<file path="config.mk">
export PLATFORM = sky130hd
export DESIGN_NAME = pipelined_adder_subtractor
export DESIGN_NICKNAME = d
export VERILOG_FILES = /design/src/rtl/pipelined_adder_subtractor.sv
export SDC_FILE = /design/constraint.sdc
export NUM_CORES = 1
export LEC_CHECK = 0
export CAP_MARGIN = 20
export CORE_UTILIZATION = 55
export CTS_BUF_LIST = sky130_fd_sc_hd__clkbuf_4 sky130_fd_sc_hd__clkbuf_8
export DETAILED_ROUTE_END_ITERATION = 10
export PLACE_DENSITY = 0.81
export SYNTH_ARGS = -nofsm -noshare
export SYNTH_HDL_FRONTEND = slang
export SYNTH_SLANG_ARGS = --single-unit
</file>
<file path="constraint.sdc">
create_clock -name clk -period 3.3 [get_ports clk]
set_input_delay 0.33 -clock clk [delete_from_list [all_inputs] [get_ports clk]]
set_output_delay 0.33 -clock clk [all_outputs]
set_load 0.03 [all_outputs]
</file>
<file path="src/rtl/pipelined_adder_subtractor.sv">
// pipelined_adder_subtractor
//   Chunked, pipelined WIDTH-bit adder/subtractor. Each of the STAGES stages adds one
//   CW = WIDTH/STAGES bit chunk and registers its carry for the next stage. Upper operand
//   chunks ride along (skew) and finished lower result chunks ride along (de-skew) so the
//   whole result leaves the last stage together. A single global stall freezes the pipe
//   whenever the output is presented but not accepted.
//
// Ports
//   clk        in   clock, rising edge
//   rst        in   asynchronous active-high reset
//   in_valid   in   operand set presented
//   in_ready   out  operands accepted this cycle (low only while stalled)
//   a, b       in   operands
//   cin        in   carry-in (add) / borrow-in (subtract)
//   sub        in   0 = add, 1 = subtract
//   out_valid  out  result presented
//   out_ready  in   consumer accepts result
//   sum        out  result
//   cout       out  carry-out (subtract: 1 = no borrow)
//   ovf        out  two's complement overflow
//
// WIDTH must be >= 1 and a multiple of STAGES.

module pipelined_adder_subtractor #(
    parameter int unsigned WIDTH  = 16,
    parameter int unsigned STAGES = 4
) (
    input  logic             clk,
    input  logic             rst,
    input  logic             in_valid,
    output logic             in_ready,
    input  logic [WIDTH-1:0] a,
    input  logic [WIDTH-1:0] b,
    input  logic             cin,
    input  logic             sub,
    output logic             out_valid,
    input  logic             out_ready,
    output logic [WIDTH-1:0] sum,
    output logic             cout,
    output logic             ovf
);

    localparam int unsigned CW = WIDTH / STAGES;

    // Per-stage state. Stage k holds result chunks 0..k and the operand chunks still to be
    // added by later stages; the other bits of a_q/b_q/sum_q are simply not looked at.
    logic [STAGES-1:0] valid_q, valid_d;
    logic [STAGES-1:0] carry_q, carry_d;
    logic [STAGES-1:0] a_msb_q, a_msb_d;
    logic [STAGES-1:0] b_msb_q, b_msb_d;
    logic [WIDTH-1:0]  a_q   [STAGES];
    logic [WIDTH-1:0]  a_d   [STAGES];
    logic [WIDTH-1:0]  b_q   [STAGES];
    logic [WIDTH-1:0]  b_d   [STAGES];
    logic [WIDTH-1:0]  sum_q [STAGES];
    logic [WIDTH-1:0]  sum_d [STAGES];
    logic              ovf_q, ovf_d;

    logic              stall;
    logic [WIDTH-1:0]  b_eff;
    logic              cin_eff;

    // Global stall: the whole pipe freezes, bubbles included, so every in-flight
    // operation is delayed by exactly the stall length.
    assign stall    = valid_q[STAGES-1] & ~out_ready;
    assign in_ready = ~stall;

    // Subtract as a + ~b + ~cin, so cin acts as an active-high borrow.
    assign b_eff   = sub ? ~b : b;
    assign cin_eff = sub ? ~cin : cin;

    always_comb begin
        logic [CW:0] chunk;

        valid_d = valid_q;
        carry_d = carry_q;
        a_msb_d = a_msb_q;
        b_msb_d = b_msb_q;
        a_d     = a_q;
        b_d     = b_q;
        sum_d   = sum_q;
        ovf_d   = ovf_q;
        chunk   = '0;

        if (!stall) begin
            // Stage 0 works straight from the inputs.
            chunk = {1'b0, a[CW-1:0]} + {1'b0, b_eff[CW-1:0]} + {{CW{1'b0}}, cin_eff};
            valid_d[0]          = in_valid;
            a_d[0]              = a;
            b_d[0]              = b_eff;
            sum_d[0]            = '0;
            sum_d[0][CW-1:0]    = chunk[CW-1:0];
            carry_d[0]          = chunk[CW];
            a_msb_d[0]          = a[WIDTH-1];
            b_msb_d[0]          = b_eff[WIDTH-1];

            // Stage k adds chunk k of the skewed operands plus the carry from stage k-1.
            for (int k = 1; k < int'(STAGES); k++) begin
                chunk = {1'b0, a_q[k-1][k*CW +: CW]}
                      + {1'b0, b_q[k-1][k*CW +: CW]}
                      + {{CW{1'b0}}, carry_q[k-1]};
                valid_d[k]             = valid_q[k-1];
                a_d[k]                 = a_q[k-1];
                b_d[k]                 = b_q[k-1];
                sum_d[k]               = sum_q[k-1];
                sum_d[k][k*CW +: CW]   = chunk[CW-1:0];
                carry_d[k]             = chunk[CW];
                a_msb_d[k]             = a_msb_q[k-1];
                b_msb_d[k]             = b_msb_q[k-1];
            end

            // Overflow is formed alongside the last stage so it is registered with sum.
            ovf_d = (a_msb_d[STAGES-1] == b_msb_d[STAGES-1])
                 && (sum_d[STAGES-1][WIDTH-1] != a_msb_d[STAGES-1]);
        end
    end

    always_ff @(posedge clk or posedge rst) begin
        if (rst) begin
            valid_q <= '0;
            carry_q <= '0;
            a_msb_q <= '0;
            b_msb_q <= '0;
            ovf_q   <= 1'b0;
            for (int k = 0; k < int'(STAGES); k++) begin
                a_q[k]   <= '0;
                b_q[k]   <= '0;
                sum_q[k] <= '0;
            end
        end else begin
            valid_q <= valid_d;
            carry_q <= carry_d;
            a_msb_q <= a_msb_d;
            b_msb_q <= b_msb_d;
            ovf_q   <= ovf_d;
            a_q     <= a_d;
            b_q     <= b_d;
            sum_q   <= sum_d;
        end
    end

    assign out_valid = valid_q[STAGES-1];
    assign sum       = sum_q[STAGES-1];
    assign cout      = carry_q[STAGES-1];
    assign ovf       = ovf_q;

endmodule
</file>
* Word level (Yosys, flattened, before mapping) *
Index checks and enable logic that the tools add are counted.

storage, ports and cells
  input bits = 38
  register bits after elaboration = 151
  word-level logic and storage cells = 33
  output and inout port bits = 20

cells by class
  add/sub/neg operators = 8
  bitwise operators = 5
  muxes and demuxes = 2
  reductions and logical operators = 1
  eq/ne operators = 2

operators with widths
  kind                                    count
  4-bit by 4-bit adder with 5-bit output  4
  5-bit by 1-bit adder with 5-bit output  4
  16-bit two-way mux                      1
  16-bit inverter                         1
  1-bit inverter                          3
  1-bit bitwise AND                       1
  1-bit equality test                     1
  1-bit logical AND                       1
  1-bit two-way mux                       1
  1-bit inequality test                   1

* Logic depth before layout (Yosys ltp) *
  depth after elaboration = 4
  mapped depth = 8
  gate-level depth less buffers = 6

* Worst setup path before layout *
OpenSTA, ideal clock, no wires.

  path kind = in2reg
  start = in sub
  end = reg carry_q[0]
  required time = 3.165 ns
  buffers on the path = 2
  setup time = 0.135 ns
  arrival time = 2.033 ns
  path slack = 1.132 ns
  cell stages on the path = 8
  cell sequence = buf_4 > buf_6 > xor2_1 > fa_1 > fa_1 > a21o_2 > a21oi_1 > a21oi_1

between the ends
  longest elaborated chain between the ends = 3
  elaborated cells between the ends (all ways) = 4
  those cells by class = 2 x add/sub; 2 x mux

ends and longest elaborated chain
  element                                   RTL line  source
  from (decl)                               35        input logic sub,
  16-bit two-way mux                        69        assign b_eff = sub ? ~b : b;
  4-bit by 4-bit adder with 5-bit output    87        chunk = {1'b0, a[CW-1:0]} + {1'b0, b_eff[CW-1:0]} + {{CW{1'b0}}, cin_eff};
  5-bit by 1-bit adder with 5-bit output *  87
  to (signal assigned)                      132       carry_q <= carry_d;
  to (decl)                                 48        logic [STAGES-1:0] carry_q, carry_d;

Mark *: on every way between the ends. The rest lies on a longest branch, timed or not.
A chain may end at the register's enable or synchronous reset.

* Worst setup path after layout *
Ends and elaborated chain as after synthesis.

==> run metrics <==
CTS max path bufs 2; setup TNS 0 ps; hpwl dp 5.06 mm; top_reg_cell synth dfrtp_1; XOR/XNOR Fraction of Synth Area 0.0390; Worst path slowest cell clkdlybuf4s50_1; reg2reg path depth 5; critical path's largest stage delay 530 ps; final hold violations 0; Req. time, crit path 3500 ps; fin crit period 2190 ps; fin cells 620; CP Launch Type primary input; largest net degree at the start of global routing 104; CTS tree built; Via density 4.94; post-synthesis mux area share 0.00668; ANT nets after route 0; wire per inst 12.4 um; crit path from sub; Least-Margin Pin Slew 946 ps; DIE AREA 0.00853 mm^2; Setup violations, final 0; H-tree level count 3; Compound-Gate Fraction of Synth Area 0.0615; Die H 92.4 um; family with the most delay on the worst path adder cells; CP cell instances clkdlybuf4s50_1 > xor2_1 > fa_1 > fa_1 > a21o_2 > a21oi_1 > a21oi_1; vias 3061; clk_lat worst skew 360 ps; Clock Pin Slew Worst Setup and Hold Paths 100 ps; Simple-Gate Fraction of Synth Area 0.211; RSZ-0062 raised after global routing false; Synth Area in Adders 0.0691; fin crit share 0.664; syn_nets 538; largest family of logic cells by synthesized area simple AND/OR/NAND/NOR gates; clk_skew 11.9 ps; share of layout cells above drive strength 1 0.0483; Final Util 0.662; drt initial violations 235; Layout Nets 571; DR pass1 iterations 4; fmax 456 MHz; vias in the first global route 2985; GRT overflow 0; Max Fanout on Critical Path 3; post-synthesis sequential area ratio 0.540; Avg Cell Area, Syn 9.36 um^2; VDD IR max 0.000403 V; CP Capture Type flop; GR Layer Usage met2 0.308; Worst Hold Class primary input to asynchronous set/reset pin; Mapped Area 0.00449 mm^2; placed insts 604; worst r2r dst carry_q[3]; total CTS buffers 9; PortBufs 57; Cell Rows 32; relative max-transition margin 0.369; Post-synth EDFFs 0; Synth Instances 480; DRC 0; Root Buffer clkbuf_8; Leak Pwr 2.56 nW; Seq cells post-synth 97; R2R setup slack 1380 ps; count of different cell masters after synthesis 27; Post-CTS Hold Fix Bufs 0; outcome completed; area grow syn2layout 15.0%; CP Class primary input to flop; Final Wtd Congestion 0.759; Slew Limit Fails 0; CP Buf/Inv Count 1; GRT met3 Usage 0.0337; clock sink count 97; cts repair resizes 0; pwr dens 911 mW/mm^2; yosys warns 0; Post-synth ARST share 1.00; maxcap violations 0; core box area 0.00781 mm^2; initial antenna violation count 0; die width 92.4 um; ANT cells 0; Post-Route WL 7.69 mm; Most Crowded Layer GR met2; RR Startpoint carry_q[2]; Final Power 4.71 mW; # Post-CTS Setup Buffers 0; total track usage 0.202; GRT met1 Usage 0.287; critical path arrival 2390 ps; Initial Util 0.575; I/O pins 58; first-pass GRT wire length 13.5 mm
[synth_stat cells, types with 4 or more instances]
cell	n	area, um^2
nand2_1	218	818
dfrtp_1	97	2430
buf_4	25	188
o21ai_0	20	100
inv_1	14	52.6
a21oi_1	13	65.1
xnor2_1	13	114
ha_1	12	150
buf_2	10	50.1
nor2_1	9	33.8
fa_1	8	160
xor2_1	7	61.3
nor2b_1	5	31.3
nand3_1	4	20.0
[stage by stage]
step / cell area (um^2) / worst slack [ps] / hold WS (ps)
floorplan: 4490 / 436 / 430
global placement: 4960 / 792 / 446
detailed placement: 4960 / 726 / 450
CTS: 5170 / 1110 / 399
global route: 5170 / 1050 / 441
finish: 5170 / 1110 / 384
[registers in the layout, summed over array words and instances, names as in the netlist]
register / flops
a_q: 21
sum: 16
sum_q: 24
valid_q: 4
b_msb_q: 3
b_q: 21
a_msb_q: 3
carry_q: 4
ovf: 1
[worst max path at each step]
stage	endpoint	slack, ps	cells after the start
6_report	carry_q[0]	1110	7
5_1_grt	carry_q[0]	1050	7
4_1_cts	carry_q[0]	1110	7
3_5_place_dp	carry_q[0]	730	7
3_3_place_gp	carry_q[0]	790	7
2_1_floorplan	a_msb_q[0]	440	1
[report_power, final]
group          total (mW)  switching [mW]  internal (mW)
clock network       0.791           0.406          0.385
logic                1.91            1.12          0.790
registers            2.01           0.295           1.71
total                4.71            1.82           2.89
[cells by family after synthesis]
| kind of cell | Yosys count |
|---|---|
| AOI/OAI and AO/OA | 46 |
| xor gates and xnor gates | 20 |
| and+or+nand+nor | 241 |
| DFF | 97 |
| muxes | 3 |
| adders and majority gates | 20 |
| buffers and inverters | 53 |
[layout by cell type, fill, tap and decap left out, drive strengths merged]
| master | count |
|---|---|
| a211oi | 2 |
| a21boi | 2 |
| a21o | 4 |
| a21oi | 13 |
| buf | 4 |
| bufinv | 1 |
| clkbuf | 11 |
| clkdlybuf4s50 | 57 |
| clkinvlp | 2 |
| dfrtp | 97 |
| fa | 8 |
| ha | 12 |
| inv | 16 |
| mux2i | 3 |
| nand2 | 218 |
| nand2b | 1 |
| nand3 | 4 |
| nor2 | 9 |
| nor2b | 6 |
| o2111ai | 3 |
| o21ai | 20 |
| o31ai | 1 |
| o41ai | 1 |
| or4 | 3 |
| xnor2 | 13 |
| xor2 | 7 |
[routing by layer]
metal  vias up  part of all wire
li1       1547                 -
met1      1444              0.48
met2        59              0.46
met3        11             0.039
met4         0             0.019
met5         -                 0
[worst reg2reg max path, stage by stage (launching register included)]
cell and delay (ps):
dfrtp_1 410, fa_1 500, fa_1 440, a21o_1 180
a21oi_1 150, a21oi_1 80
[final cells by class]
type | count | area [um^2]
Clock inverter | 5 | 62.6
Clock buffer | 11 | 145
Fill cell | 647 | 2640
Sequential cell | 97 | 2430
Tap cell | 102 | 128
Timing Repair Buffer | 61 | 613
Inverter | 14 | 55.1
Multi-Input combinational cell | 330 | 1740
No activity file was read; power rests on OpenSTA's default activity.
